--- config.mk ---
export PLATFORM = sky130hd
export DESIGN_NAME = sample_framer
export DESIGN_NICKNAME = d
export VERILOG_FILES = /design/src/rtl/sample_framer.sv
export SDC_FILE = /design/constraint.sdc
export NUM_CORES = 1
export LEC_CHECK = 0
export CORE_UTILIZATION = 30
export CTS_CLUSTER_DIAMETER = 30
export DETAILED_ROUTE_END_ITERATION = 10
export GPL_TIMING_DRIVEN = 0
export PLACE_DENSITY = 0.53
export SLEW_MARGIN = 30
export SYNTH_ARGS = -nofsm -noshare
export SYNTH_HDL_FRONTEND = slang
export SYNTH_SLANG_ARGS = --single-unit
--- constraint.sdc ---
create_clock -name clk -period 2.4 [get_ports clk]
set_input_delay 0.36 -clock clk [delete_from_list [all_inputs] [get_ports clk]]
set_output_delay 0.36 -clock clk [all_outputs]
set_load 0.05 [all_outputs]
--- src/rtl/sample_framer.sv ---
// Packs SPI sample bytes into ping-pong frames of signed fixed-point words for the FFT core.
// Optional macro FRAMER_DROP_CNT_EN adds a saturating 16-bit dropped-sample counter output.
module sample_framer #(
   parameter int SPI_WIDTH  = 8,
   parameter int DATA_WIDTH = 16,
   parameter int FRAME_LEN  = 32,
   parameter int ADDR_WIDTH = 5,
   parameter int GUARD_BITS = 5
) (
   input  logic                  clk,
   input  logic                  reset,
   input  logic                  received_wd,
   input  logic [SPI_WIDTH-1:0]  sample_in,
   input  logic                  fft_done,
   input  logic [ADDR_WIDTH-1:0] rd_addr,
   output logic [DATA_WIDTH-1:0] rd_data,
   output logic                  fft_start,
   output logic                  frame_flag,
   output logic                  rd_bank,
   output logic                  overrun
`ifdef FRAMER_DROP_CNT_EN
   ,
   output logic [15:0]           drop_cnt
`endif
);

   localparam int SHIFT = DATA_WIDTH - SPI_WIDTH - GUARD_BITS;
   localparam logic [ADDR_WIDTH-1:0] LAST_PTR = ADDR_WIDTH'(FRAME_LEN - 1);

   typedef enum logic [1:0] {RD_IDLE, RD_START, RD_BUSY} rd_state_t;
   typedef enum logic {WR_FILL, WR_HOLD} wr_state_t;

   rd_state_t rd_state_reg, rd_state_next;
   wr_state_t wr_state_reg, wr_state_next;
   logic                  wr_bank_reg, wr_bank_next;
   logic [ADDR_WIDTH-1:0] wr_ptr_reg, wr_ptr_next;
   logic                  rd_bank_reg, rd_bank_next;
   logic                  overrun_reg, overrun_next;
`ifdef FRAMER_DROP_CNT_EN
   logic [15:0]           drop_cnt_reg, drop_cnt_next;
`endif

   logic                  done_busy;
   logic                  rd_free;
   logic                  handoff;
   logic                  mem_we;
   logic [ADDR_WIDTH:0]   wr_addr;

   // Offset binary -> two's complement by flipping the MSB, then scale into the headroom.
   logic [SPI_WIDTH-1:0]  flipped;
   logic [DATA_WIDTH-1:0] extended;
   logic [DATA_WIDTH-1:0] converted;

   assign flipped   = {~sample_in[SPI_WIDTH-1], sample_in[SPI_WIDTH-2:0]};
   assign extended  = {{(DATA_WIDTH-SPI_WIDTH){flipped[SPI_WIDTH-1]}}, flipped};
   assign converted = extended << SHIFT;

   logic [DATA_WIDTH-1:0] mem [0:2*FRAME_LEN-1];

   always_ff @(posedge clk) begin
      if (mem_we)
         mem[wr_addr] <= converted;
   end

   always_ff @(posedge clk or posedge reset) begin
      if (reset)
         rd_data <= '0;
      else
         rd_data <= mem[{rd_bank_reg, rd_addr}];
   end

   // A completing frame may hand off in the same cycle the FFT releases its bank.
   assign done_busy = (rd_state_reg == RD_BUSY) && fft_done;
   assign rd_free   = (rd_state_reg == RD_IDLE) || done_busy;

   always_comb begin
      wr_state_next = wr_state_reg;
      wr_bank_next  = wr_bank_reg;
      wr_ptr_next   = wr_ptr_reg;
      rd_bank_next  = rd_bank_reg;
      overrun_next  = overrun_reg;
`ifdef FRAMER_DROP_CNT_EN
      drop_cnt_next = drop_cnt_reg;
`endif
      handoff       = 1'b0;
      mem_we        = 1'b0;
      wr_addr       = {wr_bank_reg, wr_ptr_reg};

      case (wr_state_reg)
         WR_FILL: begin
            if (received_wd) begin
               mem_we = 1'b1;
               if (wr_ptr_reg != LAST_PTR) begin
                  wr_ptr_next = wr_ptr_reg + ADDR_WIDTH'(1);
               end else begin
                  wr_ptr_next = '0;
                  if (rd_free)
                     handoff = 1'b1;
                  else
                     wr_state_next = WR_HOLD;
               end
            end
         end
         WR_HOLD: begin
            if (done_busy) begin
               handoff       = 1'b1;
               wr_state_next = WR_FILL;
               // The sample arriving with the release lands at index 0 of the freed bank.
               if (received_wd) begin
                  mem_we      = 1'b1;
                  wr_addr     = {~wr_bank_reg, {ADDR_WIDTH{1'b0}}};
                  wr_ptr_next = ADDR_WIDTH'(1);
               end
            end else if (received_wd) begin
               overrun_next = 1'b1;
`ifdef FRAMER_DROP_CNT_EN
               if (drop_cnt_reg != 16'hFFFF)
                  drop_cnt_next = drop_cnt_reg + 16'd1;
`endif
            end
         end
         default: wr_state_next = WR_FILL;
      endcase

      if (handoff) begin
         rd_bank_next = wr_bank_reg;
         wr_bank_next = ~wr_bank_reg;
      end
   end

   always_comb begin
      rd_state_next = rd_state_reg;
      case (rd_state_reg)
         RD_IDLE:  if (handoff) rd_state_next = RD_START;
         RD_START: rd_state_next = RD_BUSY;
         RD_BUSY:  if (fft_done) rd_state_next = handoff ? RD_START : RD_IDLE;
         default:  rd_state_next = RD_IDLE;
      endcase
   end

   always_ff @(posedge clk or posedge reset) begin
      if (reset) begin
         rd_state_reg <= RD_IDLE;
         wr_state_reg <= WR_FILL;
         wr_bank_reg  <= 1'b0;
         wr_ptr_reg   <= '0;
         rd_bank_reg  <= 1'b1;
         overrun_reg  <= 1'b0;
`ifdef FRAMER_DROP_CNT_EN
         drop_cnt_reg <= 16'd0;
`endif
      end else begin
         rd_state_reg <= rd_state_next;
         wr_state_reg <= wr_state_next;
         wr_bank_reg  <= wr_bank_next;
         wr_ptr_reg   <= wr_ptr_next;
         rd_bank_reg  <= rd_bank_next;
         overrun_reg  <= overrun_next;
`ifdef FRAMER_DROP_CNT_EN
         drop_cnt_reg <= drop_cnt_next;
`endif
      end
   end

   assign fft_start  = (rd_state_reg == RD_START);
   assign frame_flag = (rd_state_reg != RD_IDLE);
   assign rd_bank    = rd_bank_reg;
   assign overrun    = overrun_reg;
`ifdef FRAMER_DROP_CNT_EN
   assign drop_cnt   = drop_cnt_reg;
`endif

endmodule

==> run summary <==
• 2.96 ns — arrival time of the worst setup path
• 0 — count of yosys warnings during synthesis
• 0 — max-slew violation count
• 3.58% — Synth async-reset ratio
• primary input — CP startpoint kind
• 20.8 um^2 — Synth Area per Inst
• in -> reg — class of the most critical setup path
• 0 — hold violation count in the final report
• 30.6% — starting density of the core
• met2 — most used routing layer in global routing
• 0 — count of inserted antenna diode cells
• 28.5% — area grow syn2layout
• 0.0976 ns — hold_ws
• 105% — final critical-path share of the clock period
• sky130_fd_sc_hd__edfxtp_1 — dominant cell type by area after synthesis
• 74800 um — first-pass GRT wire length
• 3 — maximum level of the CTS H-tree
• 0.0258 ns — worst setup skew after layout
• 65 — largest net degree at the start of global routing
• 30 — port buffer count
• 998 — number of cells produced by synthesis
• 20.2% — GR Util met1
• 10 — worst-path maximum fanout
• 74.2% — share of the synthesized area in the top cell type
• 0 — DRC
• 109 — number of setup violations in the final report
• 8.61 nW — Static Leakage
• sky130_fd_sc_hd__edfxtp_1 — most common cell in the synthesized netlist
• 0.75 ns — Slowest Stage Delay on Critical Path
• 0 — antenna violations before repair
• sky130_fd_sc_hd__edfxtp_1, sky130_fd_sc_hd__mux4_2, sky130_fd_sc_hd__nor2_1 — Post-synth top cells
• 24.2 um — average routed wire per standard cell
• 397 MHz — Max Clk Rate
• 0 — overflow left after global routing
• sky130_fd_sc_hd__clkbuf_16 — buffer type at the clock tree root
• 37 — Boundary Pins
• 0 — number of buffers inserted by hold repair at cts
• 1110 mW/mm^2 — power density over cell area
• finished, violations left — outcome
• 2.52 ns — final period demand of the worst path
• 14.8% — GRT Overall Usage
• 0.0701 mm^2 — Die ar.
• 22.5% — met2 usage
• 0.05 ns — clock-pin slew on the worst setup and hold paths
• 2 — Buffers & Inverters on Critical Path
• 3 — maximum clock path buffer count
• 0.836 — gp weighted congestion
• 51400 um — Total Wirelength
• 0.65 ns — clock latency at the later pin of the worst-skew pair
• 512 — number of synthesized flops with an enable pin
• 0.585 mV — largest voltage drop on the vdd net
• 265 um — Vert. Die Dim
• 1173 — number of nets in the layout
• 37.0% — ratio of cells with drive above 1 in the final layout
• 35.0% — Worst slew margin
• 4.22% — met3 track demand over resource in global routing
• 0 — # Max-Cap Violations
• 39.3% — post-route core utilization
• 4.99 — post-detailed-route via-to-cell ratio
• 2.84 ns — Worst Path Required
• 106 — TritonCTS Buffers
• flip-flop — capturing element type of the critical path
• 531 — #FFs+latches synth
• 76.5% — register area share after synthesis
• 512 — max FFs per register
• 95 — Row Count
• 49 — number of distinct library cell variants in the gate-level netlist after synthesis
• 5 — first-pass detailed-route iteration total
• negative setup slack — failing checks
• 0.0678 mm^2 — core area
• 0.0221 mm^2 — placement-stage cell area
• sky130_fd_sc_hd__edfxtp_1 — most used flip-flop cell after synthesis
• sky130_fd_sc_hd__clkdlybuf4s50_1 — Critical Path Slowest Stage Cell
• 0 — count of nets left with antenna violations after detail routing
• 265 um — die width
• clkdlybuf4s50_1 > clkbuf_2 > nand3_1 > o22ai_1 > a211oi_1 > o21ai_0 > o21ai_1 — sequence of cells on the critical path
• compound AO/OA/AOI/OAI gates — kind of cell adding the most delay to the critical path
• 0.0207 mm^2 — synthesized area
• built — TritonCTS clock tree
• sky130_fd_sc_hd__edfxtp_1, sky130_fd_sc_hd__mux4_2, sky130_fd_sc_hd__dfrtp_1 — dominant cells by area after synthesis
• 0.0266 mm^2 — Post-Layout Inst Area
• yes — RSZ-0062 raised after global routing
• 531 — Clock Sink Count
• 10900 — number of global-route vias before repair
• -3.91 ns — Total Negative Setup Slacks
• 0.976 ns — transition time at the pin with the least slew margin
• 10600 — overall via count from detail_route
• 32200 um — half-perimeter wire length of the detailed placement result
• 918 — number of violations reported at the end of detailed-routing iteration 0
• in -> async — class of the most critical hold timing path
• -1.46 ns — worst setup timing slack at the placement stage
• -0.121 ns — setup ws final
cell usage in the layout, fill, tap and decap left out, types with 4 or more instances in the layout:
cell type	netlist	layout
sky130_fd_sc_hd__a211oi_1	7	7
sky130_fd_sc_hd__clkinv_4	0	12
sky130_fd_sc_hd__nand4_1	4	4
sky130_fd_sc_hd__mux4_2	125	125
sky130_fd_sc_hd__nor3_1	7	7
sky130_fd_sc_hd__inv_6	0	12
sky130_fd_sc_hd__buf_4	18	35
sky130_fd_sc_hd__nor2_2	0	4
sky130_fd_sc_hd__bufinv_16	0	17
sky130_fd_sc_hd__buf_12	0	6
sky130_fd_sc_hd__clkinvlp_4	0	15
sky130_fd_sc_hd__a221o_1	6	6
sky130_fd_sc_hd__o22ai_1	19	19
sky130_fd_sc_hd__o21ai_1	8	11
sky130_fd_sc_hd__dlygate4sd2_1	0	4
sky130_fd_sc_hd__clkbuf_1	20	20
sky130_fd_sc_hd__edfxtp_1	512	512
sky130_fd_sc_hd__nor2_1	80	15
sky130_fd_sc_hd__nor2b_1	8	7
sky130_fd_sc_hd__mux2i_1	42	42
sky130_fd_sc_hd__clkbuf_16	0	108
sky130_fd_sc_hd__clkdlybuf4s50_1	0	14
sky130_fd_sc_hd__nand2_1	12	7
sky130_fd_sc_hd__clkinv_1	0	13
sky130_fd_sc_hd__clkinv_2	0	15
sky130_fd_sc_hd__dlymetal6s2s_1	0	5
sky130_fd_sc_hd__clkbuf_2	0	5
sky130_fd_sc_hd__o21ai_0	14	10
sky130_fd_sc_hd__dfrtp_1	18	18
sky130_fd_sc_hd__nor2_4	0	61
sky130_fd_sc_hd__a21oi_1	24	23
sky130_fd_sc_hd__a22o_1	4	4
sky130_fd_sc_hd__buf_2	18	18
logic make-up after synthesis:
kind of cell,count (synthesis),synth area share [%]
compound gates,93,2.86
xor+xnor,1,0.0423
buf+inv,67,1.76
flops,531,76.5
other cells,1,0.0181
simple gates,134,2.92
mux,169,15.7
fa+ha+maj,2,0.121
report_power, final:
| part | switching (mW) | internal (mW) | total [mW] |
|---|---|---|---|
| Combinational | 2.55 | 1.13 | 3.68 |
| Sequential | 0.173 | 10.7 | 10.8 |
| Clock | 5.02 | 10.1 | 15.1 |
| Total | 7.74 | 21.9 | 29.6 |
repair_timing:
| item | in CTS | in global routing |
|---|---|---|
| pin swaps | 2 | 3 |
| resized for setup | 88 | 76 |
| setup endpoints to repair | 523 | 479 |
| setup buffers | 11 | 3 |
layout make-up:
class / instances / area [um^2]
fill: 6064 / 41100
sequential: 531 / 15900
multi-input combinational: 402 / 5060
clock buffer: 114 / 2730
tap: 873 / 1090
clock inverter: 88 / 1020
timing repair buffer: 46 / 485
buffer: 62 / 355
inverter: 5 / 21.3
worst paths after layout:
kind                                                     to  cells past startpoint                       from  slack (ns)
worst max-delay path                   rd_data[6]$_DFF_PP0_                      7                 rd_addr[3]       -0.12
worst min-delay path            rd_state_reg[0]$_DFFE_PP0P_                      2                      reset         0.1
worst max register to register         mem[41][5]$_DFFE_PP_                      4  wr_ptr_reg[2]$_DFFE_PP0P_       -0.04
worst min register to register          overrun$_DFFE_PP0P_                      1        overrun$_DFFE_PP0P_        0.48
max in group asynchronous             rd_data[14]$_DFF_PP0_                      2                      reset        1.90
min in group clk                       mem[57][3]$_DFFE_PP_                      1               sample_in[3]        0.14
worst register-to-register path: stages (launching register included):
cell,delay (ns)
sky130_fd_sc_hd__dfrtp_1,0.35
sky130_fd_sc_hd__clkbuf_1,0.22
sky130_fd_sc_hd__nor2b_1,0.32
sky130_fd_sc_hd__nand3_2,0.62
sky130_fd_sc_hd__nor2_4,0.56
through the flow:
step,instances,power [mW]
6_report,2121,29.6
5_1_grt,2121,30.5
4_1_cts,2118,29.5
3_5_place_dp,1905,14.1
3_3_place_gp,1903,14.1
2_1_floorplan,1000,12.9
layer usage:
layer  vias to the layer above  wire length, um
met5                         -                0
met4                         0             1490
met3                       116             3910
met2                       408            23600
met1                      5544            22300
li1                       4522                -
No activity file was read; power rests on OpenSTA's default activity.
